File: src/rtl/hazard_ctrl_unit.sv
// Hazard controller for the 5-stage pipeline: operand forwarding, load-use stall,
// branch flush and (with HAZARD_MC_EN defined) a multicycle-execute stall FSM.
module hazard_ctrl_unit #(
    parameter int NUM_SRC = 2,
    parameter int REG_AW  = 5,
    parameter int MC_LAT  = 4,
    parameter int CNT_W   = 3
) (
    input  logic                      clk,
    input  logic                      rst,
    input  logic                      RegWriteM,
    input  logic                      RegWriteW,
    input  logic [REG_AW-1:0]         RD_M,
    input  logic [REG_AW-1:0]         RD_W,
    input  logic [REG_AW-1:0]         RD_E,
    input  logic                      MemReadE,
    input  logic [NUM_SRC*REG_AW-1:0] Rs_E,
    input  logic [NUM_SRC*REG_AW-1:0] Rs_D,
    input  logic                      PCSrcE,
    input  logic                      McStartE,
    output logic [2*NUM_SRC-1:0]      Forward_E,
    output logic                      StallF,
    output logic                      StallD,
    output logic                      StallE,
    output logic                      FlushD,
    output logic                      FlushE,
    output logic                      FlushM,
    output logic                      McBusy,
    output logic                      McDone
);

    localparam logic [REG_AW-1:0] REG_X0 = {REG_AW{1'b0}};

    logic [2*NUM_SRC-1:0] fwd_s;
    logic                 lw_stall_s;
    logic                 mc_stall_s;
    logic                 mc_busy_s;
    logic                 mc_done_s;

    // Per-slot forwarding select (M beats W, x0 never forwarded) and load-use detect
    always_comb begin
        fwd_s      = {(2*NUM_SRC){1'b0}};
        lw_stall_s = 1'b0;
        for (int i = 0; i < NUM_SRC; i++) begin
            if (RegWriteM && (RD_M != REG_X0) && (RD_M == Rs_E[i*REG_AW +: REG_AW])) begin
                fwd_s[2*i +: 2] = 2'b10;
            end else if (RegWriteW && (RD_W != REG_X0) && (RD_W == Rs_E[i*REG_AW +: REG_AW])) begin
                fwd_s[2*i +: 2] = 2'b01;
            end else begin
                fwd_s[2*i +: 2] = 2'b00;
            end
            if (MemReadE && (RD_E != REG_X0) && (RD_E == Rs_D[i*REG_AW +: REG_AW])) begin
                lw_stall_s = 1'b1;
            end else begin
                lw_stall_s = lw_stall_s;
            end
        end
    end

`ifdef HAZARD_MC_EN
    typedef enum logic {
        MC_IDLE = 1'b0,
        MC_BUSY = 1'b1
    } mc_state_e;

    localparam logic [CNT_W-1:0] CNT_LOAD = CNT_W'(MC_LAT - 2);
    localparam logic [CNT_W-1:0] CNT_ONE  = CNT_W'(1);
    localparam logic [CNT_W-1:0] CNT_ZERO = {CNT_W{1'b0}};

    mc_state_e        state_q, state_d;
    logic [CNT_W-1:0] cnt_q, cnt_d;

    // Multicycle FSM state and countdown register
    always_ff @(posedge clk) begin
        if (!rst) begin
            state_q <= MC_IDLE;
            cnt_q   <= CNT_ZERO;
        end else begin
            state_q <= state_d;
            cnt_q   <= cnt_d;
        end
    end

    // Next state; McStartE is ignored in BUSY since the held op keeps it asserted
    always_comb begin
        state_d    = state_q;
        cnt_d      = cnt_q;
        mc_stall_s = 1'b0;
        mc_done_s  = 1'b0;
        case (state_q)
            MC_IDLE: begin
                if (McStartE) begin
                    mc_stall_s = 1'b1;
                    cnt_d      = CNT_LOAD;
                    state_d    = MC_BUSY;
                end else begin
                    state_d    = MC_IDLE;
                end
            end
            MC_BUSY: begin
                if (cnt_q != CNT_ZERO) begin
                    mc_stall_s = 1'b1;
                    cnt_d      = cnt_q - CNT_ONE;
                end else begin
                    mc_done_s  = 1'b1;
                    state_d    = MC_IDLE;
                end
            end
            default: begin
                state_d = MC_IDLE;
                cnt_d   = CNT_ZERO;
            end
        endcase
    end

    assign mc_busy_s = (state_q == MC_BUSY);
`else
    logic unused_mc_s;

    assign unused_mc_s = McStartE ^ clk;
    assign mc_stall_s  = 1'b0;
    assign mc_busy_s   = 1'b0;
    assign mc_done_s   = 1'b0;
`endif

    // Output decode, forced to zero combinationally while reset is asserted
    always_comb begin
        if (!rst) begin
            Forward_E = {(2*NUM_SRC){1'b0}};
            StallF    = 1'b0;
            StallD    = 1'b0;
            StallE    = 1'b0;
            FlushD    = 1'b0;
            FlushE    = 1'b0;
            FlushM    = 1'b0;
            McBusy    = 1'b0;
            McDone    = 1'b0;
        end else begin
            Forward_E = fwd_s;
            StallF    = (lw_stall_s | mc_stall_s) & ~PCSrcE;
            StallD    = (lw_stall_s | mc_stall_s) & ~PCSrcE;
            StallE    = mc_stall_s;
            FlushD    = PCSrcE;
            // A held E stage must never be bubbled
            FlushE    = PCSrcE | (lw_stall_s & ~mc_stall_s);
            FlushM    = mc_stall_s;
            McBusy    = mc_busy_s;
            McDone    = mc_done_s;
        end
    end

endmodule

File: config.mk
export PLATFORM = sky130hd
export DESIGN_NAME = hazard_ctrl_unit
export DESIGN_NICKNAME = d
export VERILOG_FILES = /design/src/rtl/hazard_ctrl_unit.sv
export SDC_FILE = /design/constraint.sdc
export NUM_CORES = 1
export LEC_CHECK = 0
export ABC_AREA = 1
export ABC_CLOCK_PERIOD_IN_PS = 1100
export BUFFER_PORTS_ARGS = -buffer_cell sky130_fd_sc_hd__buf_2
export CAP_MARGIN = 15
export CORE_MARGIN = 4
export CORE_UTILIZATION = 40
export DETAILED_ROUTE_END_ITERATION = 10
export GPL_TIMING_DRIVEN = 1
export PLACE_DENSITY = 0.84
export SLEW_MARGIN = 15
export SYNTH_ARGS = -nofsm -noshare
export SYNTH_HDL_FRONTEND = slang
export SYNTH_SLANG_ARGS = --single-unit
File: constraint.sdc
create_clock -name vclk -period 1.1
set_clock_uncertainty 0.1 [all_clocks]
set_input_delay 0.055 -clock vclk [all_inputs]
set_output_delay 0.055 -clock vclk [all_outputs]
set_load 0.02 [all_outputs]
======== Word level (Yosys, flattened, before mapping) ========
Cells that the tools add are included.
storage, ports and cells
  output and inout port bits .............. 12
  logic and storage cells ................. 31
  register bits after elaboration ......... 0
  input port bits ......................... 42
cells by class
  reductions and logical operators ........ 12
  bitwise gates (word level) .............. 3
  muxes and demuxes ....................... 10
  equality and inequality tests ........... 6
operators by type and width
  operator            number
  == test 5 bit       6
  nonzero test 5 bit  3
  logical AND 1 bit   9
  2-to-1 mux 1 bit    7
  2-to-1 mux 2 bit    2
  2-to-1 mux 4 bit    1
  bitwise AND 1 bit   1
  NOT 1 bit           1
  OR 1 bit            1

======== Depth between registers and ports, before layout ========
  depth in word-level cells ............... 7
  mapped depth ............................ 9
  gate-level depth less buffers ........... 8

======== Worst setup path before layout ========
OpenSTA, ideal clock, no wires.
  path type ............................... input -> output
  from .................................... input RD_E[1]
  to ...................................... output StallF
  path slack .............................. 73 ps
  stages .................................. 9
  arrival ................................. 872 ps
  path buffers ............................ 1
  path through ............................ inv_1 -> nand2_1 -> nand2_1 -> nor2_1 -> nand3_1 -> nand2_1 -> nand2_2 -> nor2_2 -> buf_4
on the way
  word-level cells in the longest chain between the ends .. 7
  elaborated cells between the ends (all ways) .. 10
  classes of those cells .................. 2 x eq/ne; 3 x mux; 1 x bitwise; 4 x reduce/logical
ends and longest elaborated chain
  what                             RTL line  source
  from (decl)                      15        input logic [REG_AW-1:0] RD_E,
  nonzero test 5 bit               52        if (MemReadE && (RD_E != REG_X0) && (RD_E == Rs_D[i*REG_AW +: REG_AW])) begin
  logical AND 1 bit (2 in series)  52
  2-to-1 mux 1 bit                 52
  2-to-1 mux 1 bit (*)             52
  bitwise AND 1 bit (*)            -
  2-to-1 mux 1 bit (*)             -
  to (decl)                        22        output logic StallF,
Every way passes the cells marked *; elsewhere a longest branch is shown, timed or not.

======== Final worst setup path ========
  from .................................... input Rs_E[4]
  to ...................................... output Forward_E[0]
on the way
  word-level cells in the longest chain between the ends .. 5
  elaborated cells between the ends (all ways) .. 7
  classes of those cells .................. 2 x eq/ne; 3 x mux; 2 x reduce/logical
ends and longest elaborated chain
  what                  RTL line  source
  from (decl)           17        input logic [NUM_SRC*REG_AW-1:0] Rs_E,
  == test 5 bit         47        end else if (RegWriteW && (RD_W != REG_X0) && (RD_W == Rs_E[i*REG_AW +: REG_AW])) begin
  logical AND 1 bit     47
  2-to-1 mux 1 bit      47
  2-to-1 mux 2 bit (*)  45        if (RegWriteM && (RD_M != REG_X0) && (RD_M == Rs_E[i*REG_AW +: REG_AW])) begin
  2-to-1 mux 4 bit (*)  128       if (!rst) begin
  to (decl)             21        output logic [2*NUM_SRC-1:0] Forward_E,
Marked as above.

==> impl_metrics.env <==
export IMPL_synth_area_um2=616
export IMPL_dpl_hpwl_mm=1.83
export IMPL_fp_dieArea_um2=2230
export IMPL_drv_cap=0
export IMPL_yosysWarnings=0
export IMPL_p_int_w=0.000163
export IMPL_drive_gt1_share_pct=36.5
export IMPL_wl_per_cell_um=11.8
export IMPL_syn_area_per_cell_um2=4.56
export IMPL_ys_seq_area_share_pct=0
export IMPL_synthSimpleGateAreaFrac_pct=55.1
export IMPL_area_growth_pct=60.6
export IMPL_endpoint_kind="primary output"
export IMPL_yosysTopAreaCellShare_pct=31.7
export IMPL_syn_inst=135
export IMPL_io_buffers=48
export IMPL_crit_path_start_kind="input port"
export IMPL_antenna_left=0
export IMPL_grt_pass1_vias=826
export IMPL_grt_antenna_before_repair=0
export IMPL_p_switching_w=0.000190
export IMPL_critical_path_class="input port to primary output"
export IMPL_status="finished clean"
export IMPL_crit_slowest_cell="xnor2_1"
export IMPL_yosysTopAreaCell="nand2_1"
export IMPL_combPwrFrac_pct=100.0
export IMPL_cp_depth=8
export IMPL_finalHoldViolations=0
export IMPL_register_area_um2=0
export IMPL_grt_overflow=0
export IMPL_synthMuxAreaShare_pct=0
export IMPL_hold_path_class="input port to primary output"
export IMPL_die_h_um=47.2
export IMPL_vias=945
export IMPL_vias_per_cell=4.82
export IMPL_max_vdd_ir_drop_mv=0.196
export IMPL_critPathCapture="Forward_E[0]"
export IMPL_setup_violations=0
export IMPL_yosys_top_cells_area="nand2_1 (32%), xnor2_1 (17%), inv_1 (16%), nor2_1 (9.1%), nand3_1 (7.3%)"
export IMPL_dr_pass1_iters=4
export IMPL_gp_congestion=0.833
export IMPL_arrival_ns=0.92
export IMPL_slowest_delay_ns=0.18
export IMPL_max_freq_mhz=934
export IMPL_initial_core_util_pct=45.1
export IMPL_p_total_w=0.000353
export IMPL_synthAdderAreaFrac_pct=0
export IMPL_switching_share_pct=53.7
export IMPL_yosys_area_share_xor_xnor_pct=17.1
export IMPL_pwr_share_seq_pct=0
export IMPL_postCtsSetupRepairBufs=0
export IMPL_io_pins=54
export IMPL_nets=225
export IMPL_fin_crit_ns=1.07
export IMPL_nFillCells=134
export IMPL_report_final_slew_viol_count=0
export IMPL_antenna_cells=0
export IMPL_worst_path_buf_inv=3
export IMPL_yosys_cell_types_count=12
export IMPL_nClkBuffers=0
export IMPL_grt_max_degree=6
export IMPL_finalInstanceArea_um2=988
export IMPL_fp_row_count=13
export IMPL_placed_cell_area_um2=848
export IMPL_path_delay_family="simple AND/OR/NAND/NOR gates"
export IMPL_cp_max_fo=3
export IMPL_synth_compound_area_share_pct=4.07
export IMPL_clockPowerShare_pct=0
export IMPL_cp_startpoint="Rs_E[4]"
export IMPL_crit_chain="buf_2, xnor2_1, nand3_1, nor2_1, nand2_2, inv_1, nor2_2, buf_6"
export IMPL_cp_required_ns=0.94
export IMPL_globalRouteTotalUtil_pct=18.2
export IMPL_hp_start="PCSrcE"
export IMPL_drc=0
export IMPL_p_leak_nw=0.636
export IMPL_grt_pass1_wl_mm=3.11
export IMPL_seq_cells=0
export IMPL_dieWidth_um=47.2
export IMPL_multi_input_area_um2=531
export IMPL_drt_iter0_drc=12
export IMPL_synth_top_family_by_area="simple AND/OR/NAND/NOR gates"
export IMPL_wl_mm=2.31
export IMPL_min_period_over_period_pct=97.3
export IMPL_core_um2=1370
export IMPL_p_per_area_nw_per_um2=357
through the flow:
| stage | setup WS [ns] | utilization, % | setup TNS [ns] | hold WS, ns | cells |
|---|---|---|---|---|---|
| 2_1_floorplan | 0.0734 | - | 0 | 0.0614 | 138 |
| 3_3_place_gp | 0.0633 | 62.1 | 0 | 0.284 | 196 |
| 3_5_place_dp | 0.00246 | 62.1 | 0 | 0.289 | 196 |
| 4_1_cts | 0.00885 | 62.3 | 0 | 0.291 | 196 |
| 5_1_grt | -0.0425 | 72.3 | -0.103 | 0.289 | 196 |
| 6_report | 0.0298 | 72.3 | 0 | 0.280 | 196 |
how the worst min path moves through the flow:
| stage | endpoint | slack (ns) | cells past startpoint |
|---|---|---|---|
| after floorplan | StallD | 0.06 | 1 |
| after global placement | StallD | 0.28 | 3 |
| after detailed placement | StallD | 0.29 | 3 |
| after CTS | StallD | 0.29 | 3 |
| after global routing | StallF | 0.29 | 3 |
| final | StallD | 0.28 | 3 |
layout by cell type (no fill, tap or decap), types with 3 or more instances in the layout:
master	n
nand3_1	9
inv_2	6
nand2_2	4
nand2_1	49
inv_1	21
buf_6	13
nor2_1	13
xnor2_1	11
buf_2	31
o21ai_0	5
conb_1	4
nor3_1	3
buf_4	4
cells in the mapped netlist (all sizes together):
cell   number
buf         5
conb        1
inv        28
nand2      53
nand3       9
nor2       16
nor3        6
o21ai       5
xnor2      12
power by group through the flow:
stage / clock, W / sequential [W] / combinational, W
CTS: 0 / 0 / 0.000298
global placement: 0 / 0 / 0.000283
detailed placement: 0 / 0 / 0.000297
global route: 0 / 0 / 0.000387
floorplan: 0 / 0 / 0.000173
finish: 0 / 0 / 0.000353
layout make-up:
type                       count  area share (%)
multi-input combinational    105            53.7
tap                           15            1.90
inverter                      28            10.9
timing repair buffer          48            33.5
per-layer routing:
metal	wire length, um	vias to the layer above	global-route usage (%)	part of all wire (%)
met5	0	-	0	0
met3	193	2	1.92	8.4
met1	834	425	20.0	36
met4	18	0	2.76	0.78
li1	-	484	-	-
met2	1260	34	36.9	55
cell families after synthesis:
| kind of cell | Yosys count |
|---|---|
| AOI/OAI and AO/OA | 5 |
| xor gates and xnor gates | 12 |
| buffers and inverters | 33 |
| other | 1 |
| and+or+nand+nor | 84 |
timing repair:
action,4_1_cts,5_1_grt
hold buffers,0,0
resized for setup,1,43
cloned,0,0
pin swaps,0,22
endpoints found under the setup margin,1,6
(Power assumes the default switching activity.)
